--- config.mk ---
export PLATFORM = sky130hd
export DESIGN_NAME = shl32_iter_flat
export DESIGN_NICKNAME = d
export VERILOG_FILES = /design/src/rtl/shl32_iter_if.sv /design/src/rtl/shl32_iter.sv /design/src/flat_wrapper.sv
export SDC_FILE = /design/constraint.sdc
export NUM_CORES = 1
export LEC_CHECK = 0
export CORE_MARGIN = 4
export CORE_UTILIZATION = 30
export CTS_CLUSTER_SIZE = 28
export DETAILED_ROUTE_END_ITERATION = 8
export GPL_TIMING_DRIVEN = 0
export SLEW_MARGIN = 40
export SYNTH_ARGS = -nofsm -noshare
export SYNTH_HDL_FRONTEND = slang
export SYNTH_SLANG_ARGS = --single-unit
--- constraint.sdc ---
create_clock -name clock -period 2.3 [get_ports clock]
set_input_delay 0.46 -clock clock [delete_from_list [all_inputs] [get_ports clock]]
set_output_delay 0.46 -clock clock [all_outputs]
set_load 0.005 [all_outputs]
--- src/rtl/shl32_iter_if.sv ---
// Start/done handshake bundle for the iterative left shifter/rotator.
// The master side issues operations and the slave side (the shifter) returns the result.
interface shl32_iter_if #(
  parameter int WIDTH = 32
);
  logic             start;
  logic             op_rol;
  logic [WIDTH-1:0] in;
  logic [WIDTH-1:0] num_shifts;
  logic             busy;
  logic             done;
  logic [WIDTH-1:0] out;

  modport master (
    output start, op_rol, in, num_shifts,
    input  busy, done, out
  );

  modport slave (
    input  start, op_rol, in, num_shifts,
    output busy, done, out
  );
endinterface

--- src/rtl/shl32_iter.sv ---
// Iterative 32-bit logical shift left / rotate left, one bit position per clock.
// Handshake: start is accepted in IDLE, and done pulses for one cycle with out already valid.
//
//   state   | meaning
//   --------+----------------------------------------------------------
//   S_IDLE  | waiting for start; operands captured on acceptance
//   S_SHIFT | one bit per cycle, cnt counts down to terminal count 1
//   S_DONE  | done=1 for one cycle, out holds the result
module shl32_iter #(
  parameter int WIDTH = 32,
  parameter int CNT_W = 5
) (
  input  logic            clock,
  input  logic            clear,
  shl32_iter_if.slave     bus
);

  typedef enum logic [1:0] {
    S_IDLE  = 2'd0,
    S_SHIFT = 2'd1,
    S_DONE  = 2'd2
  } state_t;

  state_t           state;
  state_t           state_nxt;
  logic [WIDTH-1:0] wr;
  logic [WIDTH-1:0] wr_nxt;
  logic [WIDTH-1:0] out_r;
  logic [CNT_W-1:0] cnt;
  logic [CNT_W-1:0] cnt_nxt;
  logic             rol;
  logic             rol_nxt;
  logic             sat;

  // Any amount above WIDTH-1 saturates SHL to zero; ROL ignores the upper bits.
  assign sat = |bus.num_shifts[WIDTH-1:CNT_W];

  always_comb begin
    state_nxt = state;
    wr_nxt    = wr;
    cnt_nxt   = cnt;
    rol_nxt   = rol;
    case (state)
      S_IDLE: begin
        if (bus.start) begin
          rol_nxt = bus.op_rol;
          wr_nxt  = bus.in;
          cnt_nxt = bus.num_shifts[CNT_W-1:0];
          if (!bus.op_rol && sat) begin
            wr_nxt    = '0;
            cnt_nxt   = '0;
            state_nxt = S_DONE;
          end else if (bus.num_shifts[CNT_W-1:0] == '0) begin
            state_nxt = S_DONE;
          end else begin
            state_nxt = S_SHIFT;
          end
        end
      end
      S_SHIFT: begin
        wr_nxt  = {wr[WIDTH-2:0], (rol ? wr[WIDTH-1] : 1'b0)};
        cnt_nxt = cnt - 1'b1;
        if (cnt == CNT_W'(1)) begin
          state_nxt = S_DONE;
        end
      end
      S_DONE: begin
        state_nxt = S_IDLE;
      end
      default: begin
        state_nxt = S_IDLE;
      end
    endcase
  end

  always_ff @(posedge clock) begin
    if (clear) begin
      state <= S_IDLE;
      wr    <= '0;
      cnt   <= '0;
      rol   <= 1'b0;
      out_r <= '0;
    end else begin
      state <= state_nxt;
      wr    <= wr_nxt;
      cnt   <= cnt_nxt;
      rol   <= rol_nxt;
      // Load the result on the edge entering DONE so it is valid alongside done.
      if (state_nxt == S_DONE) begin
        out_r <= wr_nxt;
      end
    end
  end

  assign bus.busy = (state != S_IDLE);
  assign bus.done = (state == S_DONE);
  assign bus.out  = out_r;

endmodule

--- src/flat_wrapper.sv ---
// flat-port wrapper written by rule: the top's interface ports become plain ports
module shl32_iter_flat 
#(
  parameter int WIDTH = 32,
  parameter int CNT_W = 5
)
  (clock, clear, bus_start, bus_op_rol, bus_in, bus_num_shifts, bus_busy, bus_done, bus_out);
  shl32_iter_if #(.WIDTH(WIDTH)) bus_i ();
  input  logic clock;
  input  logic clear;
  input wire logic [$bits(bus_i.start)-1:0] bus_start;
  input wire logic [$bits(bus_i.op_rol)-1:0] bus_op_rol;
  input wire logic [$bits(bus_i.in)-1:0] bus_in;
  input wire logic [$bits(bus_i.num_shifts)-1:0] bus_num_shifts;
  output wire logic [$bits(bus_i.busy)-1:0] bus_busy;
  output wire logic [$bits(bus_i.done)-1:0] bus_done;
  output wire logic [$bits(bus_i.out)-1:0] bus_out;
  assign bus_i.start = bus_start;
  assign bus_i.op_rol = bus_op_rol;
  assign bus_i.in = bus_in;
  assign bus_i.num_shifts = bus_num_shifts;
  assign bus_busy = bus_i.busy;
  assign bus_done = bus_i.done;
  assign bus_out = bus_i.out;
  shl32_iter #(.WIDTH(WIDTH), .CNT_W(CNT_W)) u_core (.clock(clock), .clear(clear), .bus(bus_i));
endmodule
==> results of run 1 <==
path summary, 6_finish.rpt:
check / to
hold reg to reg: u_core.rol
setup / recovery: u_core.bus.out[21]
hold / removal: u_core.rol
setup reg to reg: u_core.bus.out[31]
layer usage:
layer / vias up / track usage
met5: - / 0
met4: 0 / 0.0499
met3: 8 / 0.0340
met2: 97 / 0.271
met1: 1664 / 0.212
li1: 1649 / -
kinds of logic (layout without fill, tap and decap cells):
logic type,after synthesis,in the layout
AND/OR/NAND/NOR,140,140
AO/OA/AOI/OAI,113,113
flip-flops,72,72
buffers and inverters,41,169
adder cells (fa/ha/maj),2,2
XOR/XNOR,2,2
multiplexers,1,1
registers in the layout (all words and copies together), names as in the netlist:
register / flops
u_core.rol: 1
u_core.bus.out: 32
u_core.wr: 32
u_core.cnt: 5
u_core.state: 2
repair_timing:
item	4_1_cts	5_1_grt
cloned	0	2
pin swaps	4	21
buffers inserted	7	4
setup endpoints to repair	53	39
resized for setup	17	114
cell usage in the layout, fill, tap and decap left out, types with 2 or more instances in the layout:
cell type         n
a2111oi_0         2
nand2_1          11
nor4_2            5
buf_1             3
a2111oi_1         2
inv_1             5
dlymetal6s2s_1   17
a22o_1           29
bufinv_16         3
buf_2             4
buf_12            4
o21ai_0           3
buf_4             5
a2111oi_2        12
clkbuf_2         10
clkbuf_1         11
dfxtp_1          72
a2111oi_4        17
clkdlybuf4s50_1  83
nor2_1           72
clkbuf_16        11
ha_1              2
a31oi_1          16
buf_6             6
a31oi_2          15
a21oi_1           8
xnor2_1           2
buf_8             3
nor2b_1           5
nor3_2           16
a31oi_4           4
nor3_1           23
power groups by stage:
stage	Sequential (mW)	Clock [mW]	Combinational [mW]
5_1_grt	1.43	1.70	0.874
6_report	1.42	1.61	0.815
4_1_cts	1.40	1.64	0.694
2_1_floorplan	1.42	0	0.347
3_3_place_gp	1.43	0	0.646
3_5_place_dp	1.43	0	0.659
metrics by stage:
| stage | util | cell area (µm²) | hold WS, ns | setup WS (ns) | setup TNS (ns) |
|---|---|---|---|---|---|
| global route | 0.520 | 5680 | 0.504 | -0.0451 | -0.148 |
| detailed placement | 0.416 | 4550 | 0.458 | -0.663 | -29.11 |
| floorplan | - | 3370 | 0.437 | 0.149 | 0 |
| global placement | 0.416 | 4550 | 0.447 | -0.602 | -26.37 |
| CTS | 0.460 | 5030 | 0.470 | 0.00598 | 0 |
| finish | 0.520 | 5680 | 0.483 | 0.0462 | 0 |
critical path, delay by kind of cell:
kind,cells,cell delay [ns]
buf+inv,5,0.97
simple gates,2,0.35
compound gates,3,0.68
layout make-up:
cell class	count	area, µm²	area share
Sequential cell	72	1440	0.254
Multi-Input combinational cell	258	2250	0.396
Timing Repair Buffer	114	1220	0.214
Clock buffer	11	243	0.0427
Tap cell	140	175	0.0308
Inverter	5	18.8	0.00330
Clock inverter	5	104	0.0183
Buffer	34	231	0.0407
==> summary by stage, run 1 <==
Synth
In the post-synthesis netlist, the biggest area contributors are dfxtp_1 (43%), a2111oi_2 (12%), nor2_1 (8.0%), a22o_1 (7.5%), a31oi_1 (6.3%). The post-synthesis cell type count is 34. The share of synthesized area in the top cell type comes to 0.428.

The number of nets handed over by synthesis was 441. Averaged over all synthesized cells, the footprint is 9.08 µm². The cell taking the most area after synthesis is dfxtp_1. The predominant post-synthesis flop cell is dfxtp_1.

The simple logic cell fraction of the synthesized area is 0.186. The gate count after technology mapping is 371. By area, the combinational part of the netlist is dominated by compound AO/OA/AOI/OAI gates.

The fraction of synthesized cell area in xor and xnor cells is 0.00520. After synthesis, the share of cell area in mux cells is 0.00334. For this run, asynchronously set or reset flops after synthesis account for 0. The compound-gate portion of the synthesized area was 0.315.

The count of flip-flops with a built-in enable after synthesis is 0. The synthesized design contains 72 register bits. The mapped netlist covers 3370 µm². Of the total synthesized cell area, the portion taken by full adders, half adders and majority gates is 0.00743. The share of the Yosys chip area taken by registers is 0.428. Sorting the synthesized cells by how often they occur yields dfxtp_1 (72), nor2_1 (72), nor3_1 (39). During synthesis, Yosys emitted a total of 0 warnings.

Clock tree
The clock-pin transition on the worst setup and hold timing paths is 0.05 ns. The total of hold buffers inserted after clock tree synthesis is 0. In this run the deepest clock path goes through 2 buffers. The clock tree from TritonCTS is done. Clock tree synthesis selected as its root buffer the cell clkbuf_16. The number of clock buffers added by TritonCTS is 9. In this run the number of H-tree levels came out at 3.

At the later pin of the worst-skew pair, clock insertion delay measures 0.33 ns. The clock drives 72 sinks.

Route
The remaining design rule violation count is 0. The number of vias after detailed routing is 3,418. The post-route met1 wirelength is 5060 µm. Dividing the detail-routed wire length by the instance count gives 17.4 µm. In this run the top signal layer used is met4. The routed via count divided by cell count is 5.35.

For this block, the initial DRC count from the detailed router was 235. The number of nets still failing antenna checks after routing is 0. Wire segments on met3 add up to 555 µm in the final route. For this run, the detailed router's first-pass iteration total came to 4. In the detailed route, the total length drawn on met2 is 5450 µm. For this block, the routed nets add up to 11,100 µm of wire.

Power and ir drop
Of the total power, registers draw 0.369. Of the total power, the clock network draws 0.419. Of the total power, the share spent switching nets is 0.258. Power spread over the standard cell area amounts to 676 nW/µm².

For this design the total switching power over the nets is 0.989 mW. Overall power consumption after layout is estimated at 3.84 mW. For this design the static power due to leakage is 2.02 nW.

The internal power consumption is 2.85 mW. The part of the total power dissipated in combinational logic is 0.212. The peak supply drop is 0.000341 V.

Critical path
The cell occurring most often along the worst timing path is buf_6. The worst setup path is launched from an input port. The critical path is of the in2reg type. The required time of the worst setup path is 2.52 ns. The critical register-to-register path startpoint is u_core.state[0]. The number of cells on the worst reg-to-reg path is 7. The critical path goes through clkdlybuf4s50_1 -> nor4_1 -> nand2_1 -> buf_6 -> o31ai_4 -> buf_6 -> buf_6 -> clkbuf_16 -> a31oi_4 -> a2111oi_2. STA puts the critical path data arrival time at 2.47 ns.

Setup slack on the worst reg-to-reg path comes out at 0.12 ns. The maximum net fanout on the critical path is 5. The largest individual stage delay along the critical path comes from the cell clkdlybuf4s50_1. In this run the worst setup path begins at bus_num_shifts[29].

The worst setup path is captured at a register. The delay of the slowest critical-path stage is 0.40 ns.

Floorplan
The starting density of the core is 0.308. The overall die height is 114 µm. The floorplan step defined a core boundary enclosing 10,900 µm².

The floorplan step defined a die boundary enclosing 13,000 µm². The row count is 38. For this design the top-level I/O count stands at 102. The die is 114 µm wide.

Placed design
Including well taps, the total number of placed cells is 611. The wire-length estimate of the detail-placed layout is 7500 µm. Buffers placed on the I/O ports in this run total 100. The congestion estimate from routability-driven global placement came to 0.831.

Final layout
The count of non-filler cells in the finished layout is 639. Fill cells in the final layout number 1,002. For this run, the post-layout net count is 564.

The synthesis-to-finish area growth is 68.6%. The ratio of cells with drive above 1 in the final layout is 0.253. The number of antenna cells inserted is 0.

Global route
For this run the aggregate overflow at the end of global routing stands at 0. The total global-route track usage is 0.163. The first global-routing pass estimated 17,200 µm of wire. Entering global routing, the biggest net connects 13 pins. The number of global-route vias before repair was 3,544. The initial antenna violation count is 0.

Outcome
The flow ran to the end, and the final reports show no timing, DRC or antenna violations.

STA
For the pin with the worst max-slew slack, the measured transition is 1.04 ns. The final setup violation count is 0. Clock skew on the completed layout was measured at 0.00771 ns. The number of failing hold endpoints at the final stage came to 0. The worst-case headroom to the max-slew limit is 0.308.

The number of pins with negative max-slew slack in the final report is 0. Dividing the final minimum period by the clock period gives 0.980. Derived from the worst setup path, the maximum achievable clock frequency is 444 MHz. The shortest period the worst path allows is 2.25 ns.

Worst hold path
In this run the most critical hold path is launched from u_core.rol. The path class of the tightest hold or removal check is reg2reg. The number of stages on the worst hold path is 2.

Run
The tool flagged a number of max-cap violations equal to 0.
Note: power is estimated with default switching activity, not from simulation.
==> run 2, diff against run 1 <==
- SKIP_LAST_GASP: not set -> 1
==> summary by stage, run 2 (synthesis results as in run 1) <==
Outcome
The run finished with clean final reports.

Route
The detailed router placed 3,446 vias in this run. The routed wire length per instance is 17.3 µm. The routed via count divided by cell count is 5.38. The detailed router's first-iteration violation count is 244.

The number of optimization iterations in the first detailed-route pass is 4. The number of nets still failing antenna checks after routing is 0. The remaining design rule violation count is 0. The total wirelength of the detailed-routed design is 11,100 µm.

Worst hold path
The hold path endpoint is u_core.rol. The start point of the worst hold path is u_core.rol. The class of the most critical hold timing path is reg2reg. The number of stages on the worst hold path is 2.

STA
Of the available clock period, the critical path in the final layout requires 0.996. The final-layout worst hold slack is 0.479 ns. The worst path in the final design needs a cycle of 2.29 ns, including I/O delays and setup. Setup repair after global routing could not meet its margin everywhere. The maximum clock frequency is 437 MHz. Across the routed clock network, the largest skew measured is 0.00553 ns. For the pin with the worst max-slew slack, the measured transition is 0.904 ns.

The final setup violation count is 0. The aggregate negative setup slack is 0 ns. The number of pins with negative max-slew slack in the final report is 0.

The number of failing hold endpoints at the final stage was 0. The worst-case headroom to the max-slew limit is 0.398.

Floorplan
For this design the top-level I/O count stands at 102. The row count is 38. The region available for standard cell placement spans 10,900 µm². The overall die area is 13,000 µm². The die span in x is 114 µm. The starting density of the core is 0.308. The overall die height is 114 µm.

Placed design
The quantity of I/O buffers inserted on ports is 100. The placed cell area is 4550 µm². Detailed placement finished with a half-perimeter wire length of 7500 µm. At the end of routability-driven placement, the weighted congestion stood at 0.831.

Run
Max-cap violations in this run came to 0.

Clock tree
The TritonCTS sink count is 72. The clock-pin transition on the worst setup and hold timing paths is 0.05 ns. The maximum buffer depth of the clock tree is 2. The clock insertion delay at the later pin of the skew report is 0.33 ns. The total of hold buffers inserted after clock tree synthesis is 0. The clock tree from TritonCTS is done. The H-tree was split into 3 levels. The cell at the root of the clock tree is clkbuf_16.

The number of buffers created by CTS is 9.

Global route
The total global-route track usage is 0.163. The maximum number of pins on one net before global-route repair is 13. The initial antenna violation count is 0. Summed over all layers, the global routing overflow is 0. The number of global-route vias before repair is 3,549. The first-pass GRT wire length is 17,200 µm.

Final layout
The number of fill cells is 1,025. The post-layout utilization of the core is 0.505. The net count reported at finish is 566. 0 antenna diodes ended up in the layout. Of the cells placed in the final design, the portion with a size suffix greater than 1 is 0.224.

The top cell types in the final layout, fill and taps aside, are clkdlybuf4s50_1 (88), nor2_1 (72), dfxtp_1 (72), nor3_1 (30), a22o_1 (29). Summing all non-filler instances in the final layout gives an area of 5530 µm². Leaving out fill and tap cells, the most frequent cell in the layout is clkdlybuf4s50_1.

Relative to the synthesized area, the layout overhead comes to 64.0%.

Power and ir drop
The static leakage power is 1.96 nW. IR analysis of the VDD net gives a maximum drop of 0.000332 V. Dividing total power by cell area gives a power density of 690 nW/µm².

Critical path
In this run the register-to-register setup slack is 0.13 ns. Along the worst path, the maximum fanout reaches 10. For the worst flop-to-flop path, the logic depth is 8. STA puts the critical path data required time at 2.52 ns.

STA classifies the critical path endpoint as a register. The worst register-to-register path ends at u_core.bus.out[31]. The critical path is of the in2reg type. Data on the critical path arrives at its endpoint at 2.51 ns. The startpoint identified for the worst register-to-register timing path is u_core.state[1].

The critical path launch point type is an input port.
[run 2: how the worst max path moves through the flow]
stage | depth (start not counted) | start | endpoint
2_1_floorplan | 7 | bus_num_shifts[6] | u_core.bus.out[10]
3_3_place_gp | 7 | bus_num_shifts[6] | u_core.bus.out[19]
3_5_place_dp | 7 | bus_num_shifts[9] | u_core.bus.out[15]
4_1_cts | 9 | bus_num_shifts[30] | u_core.bus.out[9]
5_1_grt | 7 | bus_num_shifts[7] | u_core.bus.out[15]
6_report | 7 | bus_num_shifts[6] | u_core.bus.out[21]
[run 2: stage by stage]
stage,total power [mW],setup slack [ns],instances
finish,3.81,0.00997,641
global route,3.98,-0.141,641
CTS,3.74,-0.00494,633
detailed placement,2.09,-0.663,611
global placement,2.07,-0.602,611
floorplan,1.77,0.149,371
[run 2: where the power goes]
part / leakage (nW) / switching [mW] / internal, mW
clock network: 0.170 / 0.522 / 1.09
logic: 1.20 / 0.381 / 0.412
registers: 0.590 / 0.0745 / 1.34
[run 2: what timing repair did]
item / CTS / global route
buffers inserted: 7 / 5
gates resized for setup: 16 / 87
setup endpoints to repair: 53 / 39
pin swaps: 4 / 13
hold endpoints to repair: 0 / 0
cloned: 0 / 2
[run 2: critical path: stages]
cell	delay, ns
clkdlybuf4s50_1	0.39
nor4_1	0.27
nand2_1	0.13
or3_4	0.45
o21a_4	0.27
buf_6	0.17
a2111oi_2	0.35
[run 2: routing by layer]
metal	track usage	part of all wire	vias to the layer above
met1	0.213	0.45	1668
li1	-	-	1656
met5	0	0	-
met3	0.0340	0.056	14
met2	0.272	0.48	108
met4	0.0499	0.011	0
[run 2: area by class of cell]
class,count,area [µm²],area share
Tap cell,140,175,0.0317
Clock buffer,11,243,0.0439
Sequential cell,72,1440,0.261
Multi-Input combinational cell,258,2120,0.383
Buffer,35,214,0.0387
Inverter,5,18.8,0.00340
Clock inverter,5,104,0.0188
Timing Repair Buffer,115,1210,0.220
==> run 3, diff against run 2 <==
- CORE_UTILIZATION: 30 -> 47
- PLACE_DENSITY: not set -> 0.8
==> summary by stage, run 3 (synthesis results as in run 1) <==
Clock tree
The H-tree generated during clock tree synthesis spans 3 levels. In this run, post-CTS hold repair placed 0 buffers. The clock-pin transition on the worst setup and hold timing paths is 0.08 ns.

Counting along the longest clock path gives a buffer depth of 2. Clock latency on the worst-skew pair, taken at its later pin, is 0.35 ns. The TritonCTS sink count is 72. TritonCTS built the clock tree. The cell at the root of the clock tree is clkbuf_8. The number of buffers created by CTS is 9.

Outcome
The final reports fail on negative setup slack. The flow ran to the end, but the final reports show violations.

Power and ir drop
Dividing total power by cell area gives a power density of 617 nW/µm². The peak supply drop is 0.000311 V. For this design the static power due to leakage is 1.72 nW.

STA
Counting I/O delays and the setup requirement, the final critical path takes 2.32 ns. The worst-case clock skew is 0.00934 ns. After layout, the worst setup slack is -0.0180 ns. Setup repair after global routing could not meet its margin everywhere.

In the finished design, the share of the clock period the worst path needs comes to 1.01. Measured against its own limit, the worst slew margin works out to 0.220. The maximum clock frequency is 431 MHz. The final setup violation count is 5. Across all hold checks on the routed design, the worst slack comes to 0.471 ns. The number of failing hold endpoints at the final stage is 0. At the pin with the least slew margin, the transition time is 1.17 ns.

The number of pins with negative max-slew slack in the final report was 0.

Floorplan
The row count is 30. The die span in x is 92.7 µm. From bottom edge to top edge, the die measures 92.7 µm.

The starting density of the core is 0.491. The core area is 6870 µm². The overall die area is 8590 µm².

The number of I/O pins is 102.

Final layout
From synthesis to final layout, the design area changed by 56.4%. The final instance area is 5270 µm². The multi-input gate area in the final layout is 2230 µm².

The area taken by flip-flops and latches is 1440 µm². The top cell types in the final layout, fill and taps aside, are clkdlybuf4s50_1 (100), nor2_1 (72), dfxtp_1 (72), a22o_1 (29). The most common library cell in the layout ignoring fill and taps is clkdlybuf4s50_1. In the final layout, the share of cells above drive strength 1 is 0.234.

The number of fill cells is 457. The repair_antennas step left the layout with diodes totalling 0. The net count reported at finish is 557.

Placed design
The placed cell area is 4490 µm². The quantity of I/O buffers inserted on ports is 100. Prior to clock tree synthesis, the placed netlist has a worst setup slack of -0.588 ns.

The HPWL reported at the end of detailed placement is 6970 µm. At the end of routability-driven placement, the weighted congestion stood at 0.844.

Critical path
At the worst endpoint, the arrival time is 2.57 ns. The maximum net fanout on the critical path is 10. The number of cells on the worst reg-to-reg path is 7. STA classifies the critical path startpoint as an input port. The sort of element at the end of the critical path is a register.

The critical path startpoint is bus_num_shifts[12]. In this run the critical register-to-register path is launched from u_core.cnt[0]. The setup slack on the worst flop-to-flop path is 0.12 ns. The required time of the worst setup path is 2.55 ns. By startpoint and endpoint, the worst setup path is classified as in2reg. The most critical setup path has its endpoint at u_core.bus.out[6]. In this run the critical register-to-register path is captured at u_core.bus.out[31].

Global route
The total overflow left after global routing is 0. The number of global-route vias before repair came to 3,300. The initial antenna violation count is 0. The total global-route track usage is 0.227.

The maximum number of pins on one net before global-route repair is 13. The first global-routing pass estimated 15,700 µm of wire.

Run
Across the run, the number of max-cap violations was 0.

Route
The number of vias after detailed routing is 3,578. The routed via count divided by cell count is 6.09. Dividing the detail-routed wire length by the instance count gives 18.7 µm. For this run, design rule violations remaining after detail routing come to 0. Before antenna repair, the detailed router went through 5 iterations. The detailed router's first-iteration violation count is 183. The routed design has 11,000 µm of wire. The count of nets left with antenna violations once routing finished came out at 0.

Worst hold path
The class of the most critical hold timing path is reg2reg.
run 3: cell count changes in the layout (fill, tap and decap cells not counted), sizes merged:
cell	change
clkdlybuf4s50	+12
dlymetal6s2s	-12
clkbuf	-3
buf	-6
bufinv	-2
clkinvlp	+2
run 3: how the worst min path moves through the flow:
stage / startpoint / to / slack (ns) / depth (start not counted)
global route: u_core.rol / u_core.rol / 0.50 / 2
detailed placement: u_core.rol / u_core.rol / 0.46 / 2
global placement: u_core.rol / u_core.rol / 0.45 / 2
finish: u_core.rol / u_core.rol / 0.47 / 2
CTS: u_core.rol / u_core.rol / 0.47 / 2
floorplan: u_core.rol / u_core.rol / 0.44 / 2
run 3: routing by layer:
| layer | track usage | vias up | wire, µm |
|---|---|---|---|
| li1 | - | 1633 | - |
| met1 | 0.284 | 1729 | 4350 |
| met2 | 0.373 | 181 | 5480 |
| met3 | 0.0487 | 35 | 813 |
| met4 | 0.105 | 0 | 329 |
| met5 | 0 | - | 0 |
run 3: power by group:
part	total [mW]	internal (mW)	switching (mW)
clock network	1.05	0.556	0.494
logic	0.782	0.399	0.382
registers	1.42	1.33	0.0827
run 3: timing repair:
action | CTS | global route
pin swaps | 5 | 6
buffers inserted | 3 | 4
gates resized for setup | 9 | 84
setup endpoints to repair | 34 | 34
run 3: layout make-up:
type                    count  share of cell area
repair buffers            107               0.201
well taps                  96              0.0228
clock inverters             5              0.0104
flip-flops and latches     72               0.274
clock buffers              11              0.0287
inverters                   5             0.00356
multi-input cells         258               0.423
plain buffers              34              0.0363
run 3: critical path, cell delays in order:
cell             delay [ns]
clkdlybuf4s50_1        0.41
nor4_1                 0.30
nand2_1                0.15
or3_4                  0.44
o21a_4                 0.25
buf_6                  0.18
a2111oi_2              0.37
run 3: metrics by stage:
stage                     std cells  total power [mW]  setup TNS, ns  utilization
final                           588              3.25        -0.0452        0.767
after global placement          567              2.06         -24.04        0.654
after CTS                       585              3.11              0        0.692
after floorplan                 371              1.77              0            -
after detailed placement        567              2.08         -26.08        0.654
after global routing            588              3.37          -1.46        0.767
